<file path="config.mk">
export PLATFORM = sky130hd
export DESIGN_NAME = reg_disp
export DESIGN_NICKNAME = d
export VERILOG_FILES = /design/src/rtl/disp_pkg.sv /design/src/rtl/btn_debounce.sv /design/src/rtl/reg_disp.sv
export SDC_FILE = /design/constraint.sdc
export NUM_CORES = 1
export LEC_CHECK = 0
export ABC_CLOCK_PERIOD_IN_PS = 4200
export BUFFER_PORTS_ARGS = -buffer_cell sky130_fd_sc_hd__buf_4
export CORE_ASPECT_RATIO = 2
export CORE_UTILIZATION = 40
export CTS_CLUSTER_SIZE = 14
export DETAILED_ROUTE_END_ITERATION = 6
export PLACE_DENSITY_LB_ADDON = 0.05
export SLEW_MARGIN = 0
export SYNTH_ARGS = -nofsm -noshare
export SYNTH_HDL_FRONTEND = slang
export SYNTH_SLANG_ARGS = --single-unit
</file>
<file path="constraint.sdc">
create_clock -name clk -period 4.2 [get_ports clk]
set_input_delay 1.26 -clock clk [delete_from_list [all_inputs] [get_ports clk]]
set_output_delay 1.26 -clock clk [all_outputs]
set_load 0.05 [all_outputs]
</file>
<file path="src/rtl/disp_pkg.sv">
// disp_pkg: shared constants and helpers for the register viewer.
//   NUM_DIGITS : number of multiplexed seven-segment digits.
//   SEG_BLANK  : active-low pattern with every segment (and dp) off.
//   HEX_SEG    : nibble -> active-low segment table, dp bit (bit 7) set/off.
//   hex2seg    : table lookup with the dp bit driven from the freeze flag.
package disp_pkg;

    localparam int unsigned NUM_DIGITS = 8;
    localparam logic [7:0]  SEG_BLANK  = 8'hFF;

    localparam logic [7:0] HEX_SEG [16] = '{
        8'hC0, 8'hF9, 8'hA4, 8'hB0, 8'h99, 8'h92, 8'h82, 8'hF8,
        8'h80, 8'h90, 8'h88, 8'h83, 8'hC6, 8'hA1, 8'h86, 8'h8E
    };

    // Decimal point lights (active-low) while the display is frozen.
    function automatic logic [7:0] hex2seg(input logic [3:0] nib, input logic frozen);
        logic [7:0] s;
        s    = HEX_SEG[nib];
        s[7] = ~frozen;
        return s;
    endfunction

endpackage

</file>
<file path="src/rtl/btn_debounce.sv">
// btn_debounce: 2-flop synchroniser, stable-level debounce counter and
// rising-edge press detect for one raw push-button.
//   clk, rst   : system clock, synchronous active-high reset
//   btn_raw    : asynchronous raw button input
//   btn_level  : debounced level
//   btn_press  : one-cycle pulse on a debounced 0->1 transition
module btn_debounce #(
    parameter int unsigned DEB_CYCLES = 1000000
) (
    input  logic clk,
    input  logic rst,
    input  logic btn_raw,
    output logic btn_level,
    output logic btn_press
);

    localparam int unsigned CW = (DEB_CYCLES > 1) ? $clog2(DEB_CYCLES) : 1;
    localparam logic [CW-1:0] CNT_MAX = CW'(DEB_CYCLES - 1);

    logic          sync1_q, sync1_d;
    logic          sync2_q, sync2_d;
    logic          level_q, level_d;
    logic          press_q, press_d;
    logic [CW-1:0] cnt_q,   cnt_d;

    // The counter runs only while the synchronised input disagrees with the
    // accepted level; any agreement restarts it. On the DEB_CYCLES-th
    // disagreeing cycle the level flips and a rising flip emits the press.
    always_comb begin
        sync1_d = btn_raw;
        sync2_d = sync1_q;
        level_d = level_q;
        press_d = 1'b0;
        cnt_d   = '0;
        if (sync2_q != level_q) begin
            if (cnt_q == CNT_MAX) begin
                level_d = sync2_q;
                press_d = sync2_q;
            end else begin
                cnt_d = cnt_q + 1'b1;
            end
        end
    end

    always_ff @(posedge clk) begin
        if (rst) begin
            sync1_q <= 1'b0;
            sync2_q <= 1'b0;
            level_q <= 1'b0;
            press_q <= 1'b0;
            cnt_q   <= '0;
        end else begin
            sync1_q <= sync1_d;
            sync2_q <= sync2_d;
            level_q <= level_d;
            press_q <= press_d;
            cnt_q   <= cnt_d;
        end
    end

    assign btn_level = level_q;
    assign btn_press = press_q;

endmodule

</file>
<file path="src/rtl/reg_disp.sv">
// reg_disp: debug register viewer. Selects a CPU register with two
// debounced buttons and shows its value in hex on an 8-digit multiplexed
// seven-segment display, latching the value once per display frame.
//   clk, rst  : system clock, synchronous active-high reset
//   btn_next  : raw button, increments reg_sel (wraps 31 -> 0)
//   btn_prev  : raw button, decrements reg_sel (wraps 0 -> 31)
//   hold      : freeze displayed value; dp lit on every digit while set
//   reg_data  : register value returned by the CPU for reg_sel
//   reg_sel   : registered register index
//   an        : active-low digit enables, an[0] rightmost
//   seg       : active-low segments a..g on [6:0], dp on [7]
// Build option: define REG_DISP_LZB_EN for leading-zero blanking.
module reg_disp
    import disp_pkg::*;
#(
    parameter int unsigned SCAN_DIV   = 100000,
    parameter int unsigned DEB_CYCLES = 1000000
) (
    input  logic        clk,
    input  logic        rst,
    input  logic        btn_next,
    input  logic        btn_prev,
    input  logic        hold,
    input  logic [31:0] reg_data,
    output logic [4:0]  reg_sel,
    output logic [7:0]  an,
    output logic [7:0]  seg
);

    localparam int unsigned PW = $clog2(SCAN_DIV);
    localparam logic [PW-1:0] PCNT_MAX = PW'(SCAN_DIV - 1);

    logic [PW-1:0] pcnt_q,     pcnt_d;
    logic [2:0]    dig_q,      dig_d;
    logic [31:0]   disp_val_q, disp_val_d;
    logic [4:0]    reg_sel_q,  reg_sel_d;
    logic [7:0]    an_q,       an_d;
    logic [7:0]    seg_q,      seg_d;

    logic       tick;
    logic [2:0] dig_nxt;
    logic [3:0] nibble;
    logic       next_press;
    logic       prev_press;

    btn_debounce #(.DEB_CYCLES(DEB_CYCLES)) u_deb_next (
        .clk       (clk),
        .rst       (rst),
        .btn_raw   (btn_next),
        .btn_level (),
        .btn_press (next_press)
    );

    btn_debounce #(.DEB_CYCLES(DEB_CYCLES)) u_deb_prev (
        .clk       (clk),
        .rst       (rst),
        .btn_raw   (btn_prev),
        .btn_level (),
        .btn_press (prev_press)
    );

    always_comb begin
        tick    = (pcnt_q == PCNT_MAX);
        dig_nxt = dig_q + 3'd1;

        pcnt_d     = tick ? '0 : pcnt_q + 1'b1;
        dig_d      = tick ? dig_nxt : dig_q;
        disp_val_d = disp_val_q;
        an_d       = an_q;
        seg_d      = seg_q;

        if (tick && (dig_q == 3'd7) && !hold) begin
            disp_val_d = reg_data;
        end

        // Decode from the value being latched so digit 0 of a new frame
        // already shows the new word and the whole frame stays coherent.
        nibble = disp_val_d[{dig_nxt, 2'b00} +: 4];

        if (tick) begin
            an_d  = ~(8'd1 << dig_nxt);
            seg_d = hex2seg(nibble, hold);
`ifdef REG_DISP_LZB_EN
            if ((dig_nxt != 3'd0) && ((disp_val_d >> {dig_nxt, 2'b00}) == 32'd0)) begin
                seg_d = {~hold, SEG_BLANK[6:0]};
            end
`endif
        end

        unique case ({next_press, prev_press})
            2'b10:   reg_sel_d = reg_sel_q + 5'd1;
            2'b01:   reg_sel_d = reg_sel_q - 5'd1;
            default: reg_sel_d = reg_sel_q;
        endcase
    end

    always_ff @(posedge clk) begin
        if (rst) begin
            pcnt_q     <= '0;
            dig_q      <= '0;
            disp_val_q <= '0;
            reg_sel_q  <= '0;
            an_q       <= '1;
            seg_q      <= SEG_BLANK;
        end else begin
            pcnt_q     <= pcnt_d;
            dig_q      <= dig_d;
            disp_val_q <= disp_val_d;
            reg_sel_q  <= reg_sel_d;
            an_q       <= an_d;
            seg_q      <= seg_d;
        end
    end

    assign reg_sel = reg_sel_q;
    assign an      = an_q;
    assign seg     = seg_q;

endmodule

</file>
### After elaboration in Yosys (flattened, before gate mapping)

Memories as Yosys holds them, arrays and structs flattened. A register that Yosys moved wholly into a read port is not among the register bits.
Index checks and enable logic that the tools add are counted.

| storage, ports and cells | value |
|---|---|
| flip-flop bits (word level) | 121 |
| bits in latches | 0 |
| bits in writable memories | 0 |
| ROM bits | 128 |
| input bits | 37 |
| output and inout port bits | 21 |
| word-level logic and storage cells | 56 |
| memories kept | 1 |

| operators by class | value |
|---|---|
| add/sub/neg operators | 6 |
| multiply operators | 0 |
| divide/modulo/power cells | 0 |
| $lt $le $gt $ge | 1 |
| equality and inequality tests | 8 |
| shift-type cells | 2 |
| mux-type cells | 4 |
| bitwise operators | 7 |
| reductions and logical operators | 11 |

Memories:

| name | depth | bits a word | read ports | clocked after Yosys merged registers in | write ports | line | source |
|---|---|---|---|---|---|---|---|
| (no name shown) | 16 | 8 | 1 | 1 | 0 | disp_pkg.sv:19 | `s = HEX_SEG[nib];` |

Operators by type and width:

| operator | number |
|---|---|
| adder 20 x 1 -> 20 bit (second input constant) | 2 |
| equality test 20 bit (second input constant) | 2 |
| 2-to-1 mux 32 bit | 1 |
| indexed part select 32 x 6 -> 4 bit | 1 |
| adder 17 x 1 -> 17 bit (second input constant) | 1 |
| equality test 17 bit (second input constant) | 1 |
| 2-to-1 mux 7 bit | 2 |
| OR reduction 3 bit | 4 |
| case mux 5 bit (2 select lines) | 1 |
| NOT 8 bit | 1 |
| << shifter 1 x 3 -> 8 bit (first input constant) | 1 |
| adder 5 x 1 -> 5 bit (second input constant) | 1 |
| greater-or-equal comparator 5 bit (second input constant) | 1 |
| NOT 1 bit | 5 |
| NOT 4 -> 5 bit | 1 |
| subtractor 5 x 1 -> 5 bit (second input constant) | 1 |
| AND reduction 2 bit | 2 |
| adder 3 x 1 -> 3 bit (second input constant) | 1 |
| equality test 3 bit (second input constant) | 1 |
| equality test 2 x 1 -> 1 bit (second input constant) | 1 |
| equality test 2 bit (second input constant) | 1 |
| logical AND 1 bit | 2 |
| != test 1 bit | 2 |
| nonzero test 2 bit | 1 |
| other kinds (2) | 2 |

### Depth between registers and ports, before layout

| depth | value |
|---|---|
| depth in word-level cells | 9 |
| depth in mapped cells | 17 |
| gate-level depth less buffers | 14 |

### Modules after synthesis

From an unflattened synthesis, not the netlist that was laid out.

| second synthesis, totals | value |
|---|---|
| cell total of the unflattened synthesis | 703 |
| area, all modules | 5913.2 um2 |

By module, submodules not included:

| module | instances | cells each | area an instance (um2) | seq. area each (um2) |
|---|---|---|---|---|
| reg_disp | 1 | 467 | 3781.1 | 1461.4 |
| btn_debounce | 2 | 118 | 1066.0 | 480.5 |

### Least setup slack after synthesis

Ideal clock, no wire load.

| path | value |
|---|---|
| path kind | input port to flip-flop |
| start | input port hold |
| end | register seg_q[3], in the netlist seg[3] |
| setup time | 74 ps |
| arrival | 3707 ps |
| required time | 4126 ps |
| slack | 419 ps |
| stages on the path | 12 |
| path buffers | 1 |
| cells stage by stage | nand2b_1 > clkbuf_1 > nor2_1 > nand2_1 > and2_1 > mux4_2 > mux2i_4 > inv_1 > ha_1 > mux2_1 > o2bb2ai_1 > a31oi_1 |

| on the way | value |
|---|---|
| word-level cells in the longest chain between the ends | 5 |

RTL lines:

| what | line | source |
|---|---|---|
| from (decl) | reg_disp.sv:23 | `input logic hold,` |
| zero test 1 bit | reg_disp.sv:72 | `if (tick && (dig_q == 3'd7) && !hold) begin` |
| logical AND 1 bit | reg_disp.sv:72 |  |
| 2-to-1 mux 32 bit | reg_disp.sv:72 |  |
| indexed part select 32 x 6 -> 4 bit | reg_disp.sv:78 | `nibble = disp_val_d[{dig_nxt, 2'b00} +: 4];` |
| NOT 4 -> 5 bit (not written as such) | disp_pkg.sv:19 |  |
| to (decl) | reg_disp.sv:38 | `logic [7:0] seg_q, seg_d;` |

Every way passes these cells.
A chain may end at the register's enable or synchronous reset.

### Worst setup path after layout

| path | value |
|---|---|
| start | register pcnt_q[0] |
| end | register seg_q[3], in the netlist seg[3] |

| on the way | value |
|---|---|
| word-level cells in the longest chain between the ends | 6 |

RTL lines:

| what | line | source |
|---|---|---|
| from (decl) | reg_disp.sv:33 | `logic [PW-1:0] pcnt_q, pcnt_d;` |
| from (signal assigned) | reg_disp.sv:106 | `pcnt_q <= pcnt_d;` |
| equality test 17 bit (*) | reg_disp.sv:63 | `tick = (pcnt_q == PCNT_MAX);` |
| logical AND 1 bit (2 in series) | reg_disp.sv:72 |  |
| 2-to-1 mux 32 bit | reg_disp.sv:72 |  |
| indexed part select 32 x 6 -> 4 bit | reg_disp.sv:78 |  |
| NOT 4 -> 5 bit (not written as such) | disp_pkg.sv:19 |  |

Mark *: on every way between the ends. The rest lies on a longest branch, timed or not.

==> results.md <==
- FF+latch count, synth: approximately 120
- Crit path kind: reg -> reg
- Synthesized area: about 0.0057 mm2
- Die X: ~86 um
- Mean Syn Cell Area: 8.51 um2
- Synthesized net count: around 730
- Setup TNS: 0 ns
- Die area: approximately 0.015 mm2
- Area leader, netlist: dfxtp_1
- CP peak stage delay: around 0.5 ns
- Total power draw: 2.54 mW
- Static leakage: about 2.6 nW
- RSZ-0062 raised after global routing: no
- Port bufs: 57
- WL/cell: 14.9 um
- Crit-path cells: ha_1, and4_1, nand4_2, nor2_1, buf_4, nand2_1, and2_1, mux4_2, mux2i_4, inv_1, ha_1, mux2_1, o2bb2ai_1, a31oi_1
- Final setup vio count: 0
- Most common cell in the netlist: dfxtp_1
- Setup crit end kind: flop
- Count of cell types in the netlist: 58
- Resized cells post-CTS: 0
- Diode count: 0
- WP data required: around 4.5 ns
- Share of the synthesized area in the top cell type: 0.426
- Fin crit share: 0.871
- Area of the multi-input gates: roughly 0.003 mm2
- Combinational power share: 0.022
- Worst clock skew: roughly 0.0075 ns
- Clk slew on worst S/H paths: ~0.050 ns
- Int Pwr: roughly 2 mW
- # fillers: ~1400
- Nets: just under 800
- Clock power share: 0.522
- Hold Crit Class: reg -> reg
- Global route hottest layer: met2
- Share of cells above drive strength 1: 0.146
- Worst-skew pair later-pin latency: about 0.4 ns
- Initial Utilization: 0.409
- CTS tree: built
- Achievable Freq: approximately 0.27 GHz
- Stages on the worst setup path: 14
- Layout area overhead: 20.3%
- Final HPWL DP: approximately 10000 um
- Delay-heaviest family, CP: multiplexers
- FP Rows: just over 60
- Switching Fraction: 0.212
- H-tree levels: 4
- Core ar.: ~0.014 mm2
- Antenna violations before repair: 0
- Placer Congestion: about 0.83
- DRT antenna net count: 0
- Ys flop type: dfxtp_1
- CTS buffer count: 17
- CTS root buf: clkbuf_16
- Worst-margin pin slew: between 0.7 and 0.8 ns
- NetSw: approximately 0.54 mW
- Synth warnings: 0
- Status: finished, final reports clean
- # DRC: 0
- Seq pwr share: 0.456
- Crit path DAT: between 3 and 4 ns
- Max Slew Vio Count: 0
- Crit path top cell by count: ha_1
- Io pins: just under 60
- Slowest CP cell: mux4_2
- Fin cells: between 900 and 1000
- Register area: 0.00242 mm2
- Pin count of the biggest net entering global routing: 36
- First-pass GRT wire length: about 23000 um
- Post-CTS Setup Inserts: 0
- Hold Path Depth: 1
- Tot GR Track Use: 0.207
- Top cells by area, synth: dfxtp_1 (43%), nor2_1 (6.9%), xor2_1 (5.7%)
- Pwr Density: between 300 and 400 mW/mm2
- Max FO, Critical Path: 8
- Via count: a little under 5000
- Final Hold Vio Count: 0
- Synth Instances: roughly 670
- Vias in the first global route: 4977
- Worst setup SP type: flop
- Drt total wl: ~14000 um
- Die height: around 170 um
- Hold_buf cts: 0
- Max-cap viol count: 0
- Post-synth ARST share: 0
- Initial DRC Count: 137
- CTS max path bufs: 2
- Crit path buf inv count: 2
- Detailed-router iteration count before antenna repair: 4
- CTS sink cnt: about 120
- Fin crit period: 3.66 ns
- VDD IR max: 0.247 mV
- Sequential element share of the synthesized area: 0.426
- Slew headroom: 0.528
- Number of synthesized flops with an enable pin: 0
- GR Util met2: 0.393
- Grt ovf: 0
- GR Util met3: 0.0511
- Util after Layout: 0.492
- Worst r2r path cells: 14
- Placed cells: ~900
- Grt met1 use: 0.200
- Synth cell count leaders: dfxtp_1 (121), nor2_1 (104), nand2_1 (75)
- Routed vias/inst: between 5 and 6
==> state kept, by name (all words and copies together) (netlist names), 3 cells and up <==
| register | count |
|---|---|
| u_deb_next.cnt_q | 20 |
| disp_val_q | 32 |
| an | 8 |
| dig_q | 3 |
| u_deb_prev.cnt_q | 20 |
| reg_sel | 5 |
| seg | 8 |
| pcnt_q | 17 |
==> cell type report <==
type | instances | share of cell area
clock buffers | 23 | 0.0669
clock inverters | 9 | 0.0110
inverters | 17 | 0.00933
multi-input cells | 498 | 0.447
flip-flops and latches | 121 | 0.354
well taps | 189 | 0.0346
repair buffers | 70 | 0.0768
==> through the flow <==
step | hold WS (ns) | setup slack (ns) | instance area (um2)
global route | 0.462 | 0.281 | 6840
global placement | 0.429 | 0.277 | 6310
CTS | 0.448 | 0.509 | 6840
detailed placement | 0.441 | 0.212 | 6310
finish | 0.440 | 0.541 | 6840
floorplan | 0.414 | 0.419 | 5690
==> worst register-to-register path: cells and delay by family (launching register included) <==
kind | cells | cell delay, ns
mux | 3 | 1.05
simple gates | 5 | 1.04
fa+ha+maj | 2 | 0.54
flops | 1 | 0.37
compound gates | 2 | 0.30
buf+inv | 2 | 0.30
==> routing by layer <==
layer	share of wire	wire (um)
met4	0.037	508
met3	0.031	430
met1	0.37	5160
met2	0.56	7740
met5	0	0
==> final timing paths <==
kind / from / to / slack, ns
worst min-delay path: u_deb_prev.sync1_q / u_deb_prev.sync2_q / 0.44
worst max-delay path: pcnt_q[0] / seg[3] / 0.54
worst min register to register: u_deb_prev.sync1_q / u_deb_prev.sync2_q / 0.44
worst max register to register: pcnt_q[0] / seg[3] / 0.54
==> placed cells by master, fill, tap and decap left out, drive strengths merged, types with 3 or more instances in the layout <==
cell    synthesis  layout
a211o           3       3
a211oi         10      10
a21o            4       4
a21oi          41      41
a22oi           4       4
a31oi           3       3
and2            5       5
and3           12      12
and4            5       5
and4b           3       3
buf             9      70
clkbuf         23      23
clkinv          0       6
dfxtp         121     121
ha             19      19
inv            17      17
mux2            4       4
mux2i          12      12
nand2          76      76
nand2b          5       5
nand3          35      35
nand4          14      14
nor2          105     105
nor2b           7       7
nor3           10      10
nor3b           4       4
nor4            3       3
nor4b           3       3
o21ai          22      22
o21bai          5       5
o22ai           4       4
or3             5       5
xnor2          18      18
xor2           37      37
==> cells by family after synthesis <==
kind of cell / after synthesis / synth area share
fa+ha+maj: 20 / 0.0453
flops: 121 / 0.426
simple gates: 298 / 0.253
buf+inv: 49 / 0.0363
mux: 18 / 0.0392
xor+xnor: 55 / 0.0847
compound gates: 107 / 0.116
==> power groups by stage <==
| stage | sequential [mW] | clock, mW | combinational, mW |
|---|---|---|---|
| after floorplan | 1.18 | 0 | 0.0217 |
| after global placement | 1.18 | 0 | 0.0569 |
| after detailed placement | 1.18 | 0 | 0.0573 |
| after CTS | 1.16 | 1.36 | 0.0577 |
| after global routing | 1.16 | 1.41 | 0.0618 |
| final | 1.16 | 1.33 | 0.0565 |
(Power assumes the default switching activity.)
